`src/rtl/branch_resolve_ctrl.sv`:
```
// branch_resolve_ctrl: execute-stage branch sequencer. Accepts one branch at a
// time, asks the shared ALU for a compare, evaluates the RISC-V condition from
// {V,C,N,Z}, and on a wrong prediction redirects the front end and flushes.
module branch_resolve_ctrl #(
    parameter int FLUSH_CYCLES = 2,
    parameter int TIMEOUT      = 15
) (
    input  logic        clk,
    input  logic        rst,
    input  logic        br_valid,
    output logic        br_ready,
    input  logic [2:0]  br_funct3,
    input  logic        br_is_jump,
    input  logic [31:0] br_pc,
    input  logic [31:0] br_target,
    input  logic        br_pred_taken,
    output logic        alu_start,
    input  logic        flags_valid,
    input  logic [3:0]  flags,
    input  logic        kill,
    output logic        resolved_valid,
    output logic        resolved_taken,
    output logic        mispredict,
    output logic        illegal_funct3,
    output logic        redirect_valid,
    output logic [31:0] redirect_pc,
    output logic        flush,
    output logic [15:0] mispredict_count,
    output logic        timeout_err
);

    typedef enum logic [1:0] {
        S_IDLE       = 2'd0,
        S_WAIT_FLAGS = 2'd1,
        S_RESOLVE    = 2'd2,
        S_FLUSH      = 2'd3
    } state_t;

    // Terminal counter values; counters start at 0 on entry to their state.
    localparam logic [7:0] WAIT_LAST  = 8'(TIMEOUT - 1);
    localparam logic [3:0] FLUSH_LAST = 4'(FLUSH_CYCLES - 1);

    state_t      state_q, state_d;
    logic [2:0]  funct3_q;
    logic        is_jump_q;
    logic        pred_q;
    logic [31:0] pc_q;
    logic [31:0] target_q;
    logic [3:0]  flags_q;
    logic [7:0]  wait_cnt_q, wait_cnt_d;
    logic [3:0]  flush_cnt_q, flush_cnt_d;
    logic [31:0] redirect_pc_q;
    logic [15:0] mispredict_count_q;
    logic        timeout_err_q;

    logic        accept;
    logic        flag_v, flag_c, flag_n, flag_z;
    logic        taken;
    logic        illegal;
    logic        wrong_pred;
    logic        timeout_hit;
    logic        commit_mispredict;
    logic [31:0] fix_pc;

    assign {flag_v, flag_c, flag_n, flag_z} = flags_q;
    assign accept            = br_valid & br_ready;
    assign wrong_pred        = taken ^ pred_q;
    assign fix_pc            = taken ? target_q : (pc_q + 32'd4);
    assign timeout_hit       = (state_q == S_WAIT_FLAGS) && !flags_valid && (wait_cnt_q == WAIT_LAST);
    // A killed branch never commits its redirect or its count increment.
    assign commit_mispredict = (state_q == S_RESOLVE) && wrong_pred && !kill;

    // Evaluate the branch condition from the captured funct3 and flags
    always_comb begin
        taken   = 1'b0;
        illegal = 1'b0;
        if (is_jump_q) begin
            taken = 1'b1;
        end else begin
            case (funct3_q)
                3'b000:  taken = flag_z;
                3'b001:  taken = ~flag_z;
                3'b100:  taken = flag_n ^ flag_v;
                3'b101:  taken = ~(flag_n ^ flag_v);
                3'b110:  taken = ~flag_c;
                3'b111:  taken = flag_c;
                default: illegal = 1'b1;
            endcase
        end
    end

    // State register
    always_ff @(posedge clk) begin
        if (rst) begin
            state_q <= S_IDLE;
        end else begin
            state_q <= state_d;
        end
    end

    // Next-state and wait/flush counter logic; kill overrides everything
    always_comb begin
        state_d     = state_q;
        wait_cnt_d  = wait_cnt_q;
        flush_cnt_d = flush_cnt_q;
        if (kill) begin
            state_d     = S_IDLE;
            wait_cnt_d  = 8'd0;
            flush_cnt_d = 4'd0;
        end else begin
            case (state_q)
                S_IDLE: begin
                    wait_cnt_d  = 8'd0;
                    flush_cnt_d = 4'd0;
                    if (accept) begin
                        state_d = br_is_jump ? S_RESOLVE : S_WAIT_FLAGS;
                    end
                end
                S_WAIT_FLAGS: begin
                    if (flags_valid) begin
                        state_d = S_RESOLVE;
                    end else if (wait_cnt_q == WAIT_LAST) begin
                        state_d = S_IDLE;
                    end else begin
                        wait_cnt_d = wait_cnt_q + 8'd1;
                    end
                end
                S_RESOLVE: begin
                    flush_cnt_d = 4'd0;
                    state_d     = wrong_pred ? S_FLUSH : S_IDLE;
                end
                S_FLUSH: begin
                    if (flush_cnt_q == FLUSH_LAST) begin
                        state_d = S_IDLE;
                    end else begin
                        flush_cnt_d = flush_cnt_q + 4'd1;
                    end
                end
                default: state_d = S_IDLE;
            endcase
        end
    end

    // Outputs decoded from state and registers; kill masks the pulses
    always_comb begin
        br_ready         = (state_q == S_IDLE) && !kill;
        alu_start        = (state_q == S_WAIT_FLAGS) && (wait_cnt_q == 8'd0) && !kill;
        resolved_valid   = (state_q == S_RESOLVE) && !kill;
        resolved_taken   = (state_q == S_RESOLVE) && taken;
        illegal_funct3   = (state_q == S_RESOLVE) && illegal;
        mispredict       = commit_mispredict;
        redirect_valid   = commit_mispredict;
        // Show the new target alongside the pulse, then hold it from the register.
        redirect_pc      = commit_mispredict ? fix_pc : redirect_pc_q;
        flush            = (state_q == S_FLUSH);
        mispredict_count = mispredict_count_q;
        timeout_err      = timeout_err_q;
    end

    // Branch capture, counters, redirect target, statistics and sticky error
    always_ff @(posedge clk) begin
        if (rst) begin
            funct3_q           <= 3'd0;
            is_jump_q          <= 1'b0;
            pred_q             <= 1'b0;
            pc_q               <= 32'd0;
            target_q           <= 32'd0;
            flags_q            <= 4'd0;
            wait_cnt_q         <= 8'd0;
            flush_cnt_q        <= 4'd0;
            redirect_pc_q      <= 32'd0;
            mispredict_count_q <= 16'd0;
            timeout_err_q      <= 1'b0;
        end else begin
            wait_cnt_q  <= wait_cnt_d;
            flush_cnt_q <= flush_cnt_d;
            if (accept) begin
                funct3_q  <= br_funct3;
                is_jump_q <= br_is_jump;
                pred_q    <= br_pred_taken;
                pc_q      <= br_pc;
                target_q  <= br_target;
            end
            if ((state_q == S_WAIT_FLAGS) && flags_valid && !kill) begin
                flags_q <= flags;
            end
            if (commit_mispredict) begin
                redirect_pc_q <= fix_pc;
                if (mispredict_count_q != 16'hFFFF) begin
                    mispredict_count_q <= mispredict_count_q + 16'd1;
                end
            end
            if (timeout_hit && !kill) begin
                timeout_err_q <= 1'b1;
            end
        end
    end

endmodule
```
`config.mk`:
```
export PLATFORM = sky130hd
export DESIGN_NAME = branch_resolve_ctrl
export DESIGN_NICKNAME = d
export VERILOG_FILES = /design/src/rtl/branch_resolve_ctrl.sv
export SDC_FILE = /design/constraint.sdc
export NUM_CORES = 1
export LEC_CHECK = 0
export ABC_CLOCK_PERIOD_IN_PS = 4710
export BUFFER_PORTS_ARGS = -buffer_cell sky130_fd_sc_hd__buf_2
export CORE_ASPECT_RATIO = 0.9
export CORE_UTILIZATION = 55
export DETAILED_ROUTE_END_ITERATION = 8
export GPL_TIMING_DRIVEN = 0
export PLACE_DENSITY = 0.87
export SYNTH_ARGS = -nofsm -noshare
export SYNTH_HDL_FRONTEND = slang
export SYNTH_SLANG_ARGS = --single-unit
```
`constraint.sdc`:
```
create_clock -name clk -period 4.71 [get_ports clk]
set_clock_uncertainty 0.05 [all_clocks]
set_input_delay 0.7065 -clock clk [delete_from_list [all_inputs] [get_ports clk]]
set_output_delay 0.7065 -clock clk [all_outputs]
set_load 0.02 [all_outputs]
```
==> impl_metrics.py <==
metrics = {
    "place": {
        "place.gp.congestion": 0.868,
        "dp_hpwl_mm": 13.1,
        "io_buffers": 132,
    },
    "power_and_ir_drop": {
        "power_frac_clock_pct": 49.7,
        "p_sw_uw": 686,
        "internal_power_uw": 2180,
        "p_sw_share_pct": 23.9,
        "p_seq_share_pct": 42.2,
        "pwr-share-comb_pct": 8.2,
        "irDropWorstVdd_mv": 0.328,
        "leakagePower_uw": 0.00332,
        "powerDensity_nw_per_um2": 356,
    },
    "route": {
        "wire_per_inst_um": 16.7,
        "dr.pass1.iters": 5,
        "detail-route-antenna-nets": 0,
        "viasPerCell": 5.79,
        "vias": 6516,
        "routed_wl_mm": 18.8,
        "drt_iter0_markers": 528,
        "drc": 0,
    },
    "global_route": {
        "use_met3_pct": 7.36,
        "grtUsageMet1_pct": 39.3,
        "grtUsageMet2_pct": 50.0,
        "grt_antenna_before_repair": 0,
        "grtUsageTotal_pct": 31.1,
        "grt.busiest_layer": "met2",
        "overflow": 0,
        "grt_max_degree": 17,
        "grt_pass1_wl_mm": 29.2,
        "grt_pass1_vias": 6003,
    },
    "logic_synthesis": {
        "synth.avg_cell_area_um2": 8.15,
        "synth_ff_type": "dfxtp_1",
        "yosys_warnings": 0,
        "synth.top_cells.by_count": "nand2_1 (176), dfxtp_1 (136), a21oi_1 (100)",
        "ys_ff_latch": 136,
        "synth_area_um2": 6570,
        "synth.area.top_cells": "dfxtp_1 (41%), nand2_1 (10%), a21oi_1 (7.6%)",
        "syn_inst": 806,
        "synth_top_area_share_pct": 41.4,
        "synth.net_count": 891,
        "synth_top_area_cell": "dfxtp_1",
        "yosysUniqueCellTypes": 64,
        "ys_seq_area_share_pct": 41.4,
        "synth-edff-count": 0,
        "synthArstFlopShare_pct": 0,
        "yosysMostFrequentCell": "nand2_1",
    },
    "timing": {
        "min_period_ns": 4.05,
        "maxSlewHeadroom_pct": 45.4,
        "finalCritPeriodShare_pct": 85.9,
        "hold_viol": 0,
        "worstMarginPinSlew_ns": 0.818,
        "maxSlewViolCount": 0,
        "rsz0062_at_grt": "no",
        "fin_setup_tns_ns": 0,
        "hold_ws_ns": 0.400,
        "clock.fmax_mhz": 247,
        "setup_viol": 0,
    },
    "clock_tree": {
        "numCtsBuffers": 17,
        "post_cts_buffers": 0,
        "ctsHoldBuffers": 0,
        "cts_tree": "done",
        "cts_root_buffer": "clkbuf_16",
        "cts.path.max_buffers": 2,
        "h-tree-depth": 4,
        "postCtsResizedCells": 0,
        "path_clk_slew_ns": 0.06,
        "clock_sinks": 136,
        "clk_latency_ns": 0.42,
    },
    "final_layout": {
        "areaGrowthSynthToFinish_pct": 22.6,
        "fillers": 880,
        "diodes": 0,
        "register_area_um2": 2720,
        "drive_above_1_share_pct": 21.2,
        "multi_input_area_um2": 3520,
        "layout.nets": 1042,
    },
    "setup_path": {
        "crit_path_start_kind": "register",
        "crit_required_ns": 3.95,
        "crit_path_end_kind": "primary output",
        "crit_arrival_ns": 3.29,
        "worstPathMaxFanout": 10,
        "critPathKind": "reg2out",
    },
    "die": {
        "dieArea_um2": 12400,
        "coreArea_um2": 11500,
        "ios": 135,
        "initial_utilization_pct": 57.0,
        "die_w_um": 117,
        "die_h_um": 106,
        "std_cell_rows": 37,
    },
    "job": {
        "maxCapViolCount": 0,
    },
    "run_status": {
        "status": "complete, no violations",
    },
    "worst_hold_path": {
        "hold_class": "reg2reg",
    },
}
-- cells in the final DEF, fill, tap and decap left out, types with 3 or more instances in the layout --
master,synthesis,final
mux2_1,3,3
nor4_1,6,6
inv_1,17,17
ha_1,7,7
nor3_1,24,24
xnor2_1,17,17
mux2_2,19,19
nand2_1,176,176
a21oi_1,100,100
xor2_1,25,25
a211o_1,4,4
a22oi_1,9,9
nand2b_1,4,4
buf_6,6,6
buf_2,3,135
mux2i_1,8,8
and3_1,9,9
nor2_1,37,37
and2_1,5,5
clkbuf_1,42,44
dfxtp_1,136,136
bufinv_16,0,4
o211ai_1,7,7
nand4_1,10,10
o21ai_0,11,11
or3_1,9,9
and4_1,5,5
a211oi_1,9,9
nand3_1,25,25
clkinvlp_4,0,3
a221o_1,5,5
or4_1,3,3
a22o_1,4,4
clkbuf_16,0,17
nor2b_1,21,21
a2bb2oi_1,3,3
-- cell families (layout without fill, tap and decap cells) --
| group | after synthesis | after routing | share of synthesized area [%] |
|---|---|---|---|
| compound gates | 173 | 173 | 16.7 |
| simple gates | 342 | 342 | 23.9 |
| fa+ha+maj | 7 | 7 | 1.33 |
| flops | 136 | 136 | 41.4 |
| xor+xnor | 43 | 43 | 5.96 |
| mux | 32 | 32 | 5.68 |
| buf+inv | 73 | 237 | 5.03 |
-- per-stage QoR --
| step | setup WS [ns] | area [µm²] | util (%) | std cells | power, µW |
|---|---|---|---|---|---|
| 4_1_cts | 0.690 | 8060 | 69.9 | 1126 | 2870 |
| 3_3_place_gp | 1.17 | 7430 | 64.4 | 1094 | 1460 |
| 5_1_grt | 0.543 | 8060 | 69.9 | 1126 | 2950 |
| 2_1_floorplan | 1.57 | 6570 | - | 806 | 1370 |
| 6_report | 0.662 | 8060 | 69.9 | 1126 | 2870 |
| 3_5_place_dp | 1.15 | 7430 | 64.4 | 1094 | 1460 |
-- registers in the layout (all words and copies together), names as in the netlist, 2 cells and up --
register          cells
mispredict_count     16
pc_q                 32
flags_q               4
flush_cnt_q           4
state_q               2
funct3_q              3
redirect_pc_q        32
target_q             32
wait_cnt_q            8
-- power groups by stage --
stage | combinational [µW] | clock [µW] | sequential [µW]
floorplan | 143 | 0 | 1230
global placement | 223 | 0 | 1230
detailed placement | 227 | 0 | 1230
CTS | 230 | 1430 | 1210
global route | 254 | 1480 | 1210
finish | 235 | 1430 | 1210
-- layout make-up --
| cell class | count | area share (%) |
|---|---|---|
| multi-input combinational | 597 | 43.7 |
| sequential | 136 | 33.8 |
| timing repair buffer | 132 | 8.20 |
| clock buffer | 21 | 5.72 |
| buffer | 55 | 3.26 |
| tap | 156 | 2.42 |
| clock inverter | 11 | 2.11 |
| inverter | 18 | 0.839 |
-- path summary, 6_finish.rpt --
path | start | end | slack [ns] | cells past startpoint
worst min register to register | target_q[13]$_SDFFE_PP0P_ | target_q[13]$_SDFFE_PP0P_ | 0.40 | 2
worst max register to register | funct3_q[0]$_SDFFE_PP0P_ | redirect_pc_q[13]$_SDFF_PP0_ | 1.76 | 7
worst min-delay path | target_q[13]$_SDFFE_PP0P_ | target_q[13]$_SDFFE_PP0P_ | 0.40 | 2
worst max-delay path | funct3_q[0]$_SDFFE_PP0P_ | redirect_pc[4] | 0.66 | 8
-- worst max-delay path: stages, from the launching register on --
cell,delay (ns)
dfxtp_1,0.38
xor3_1,0.50
a31o_2,0.35
nor2_2,0.35
buf_2,0.34
buf_2,0.33
a211oi_1,0.13
or2_2,0.32
buf_2,0.17
-- per-layer routing --
layer / up-vias / part of all wire [%]
li1: 3081 / -
met1: 3035 / 42
met2: 336 / 47
met3: 64 / 8.4
met4: 0 / 3.2
met5: - / 0
Note: power is estimated with default switching activity, not from simulation.
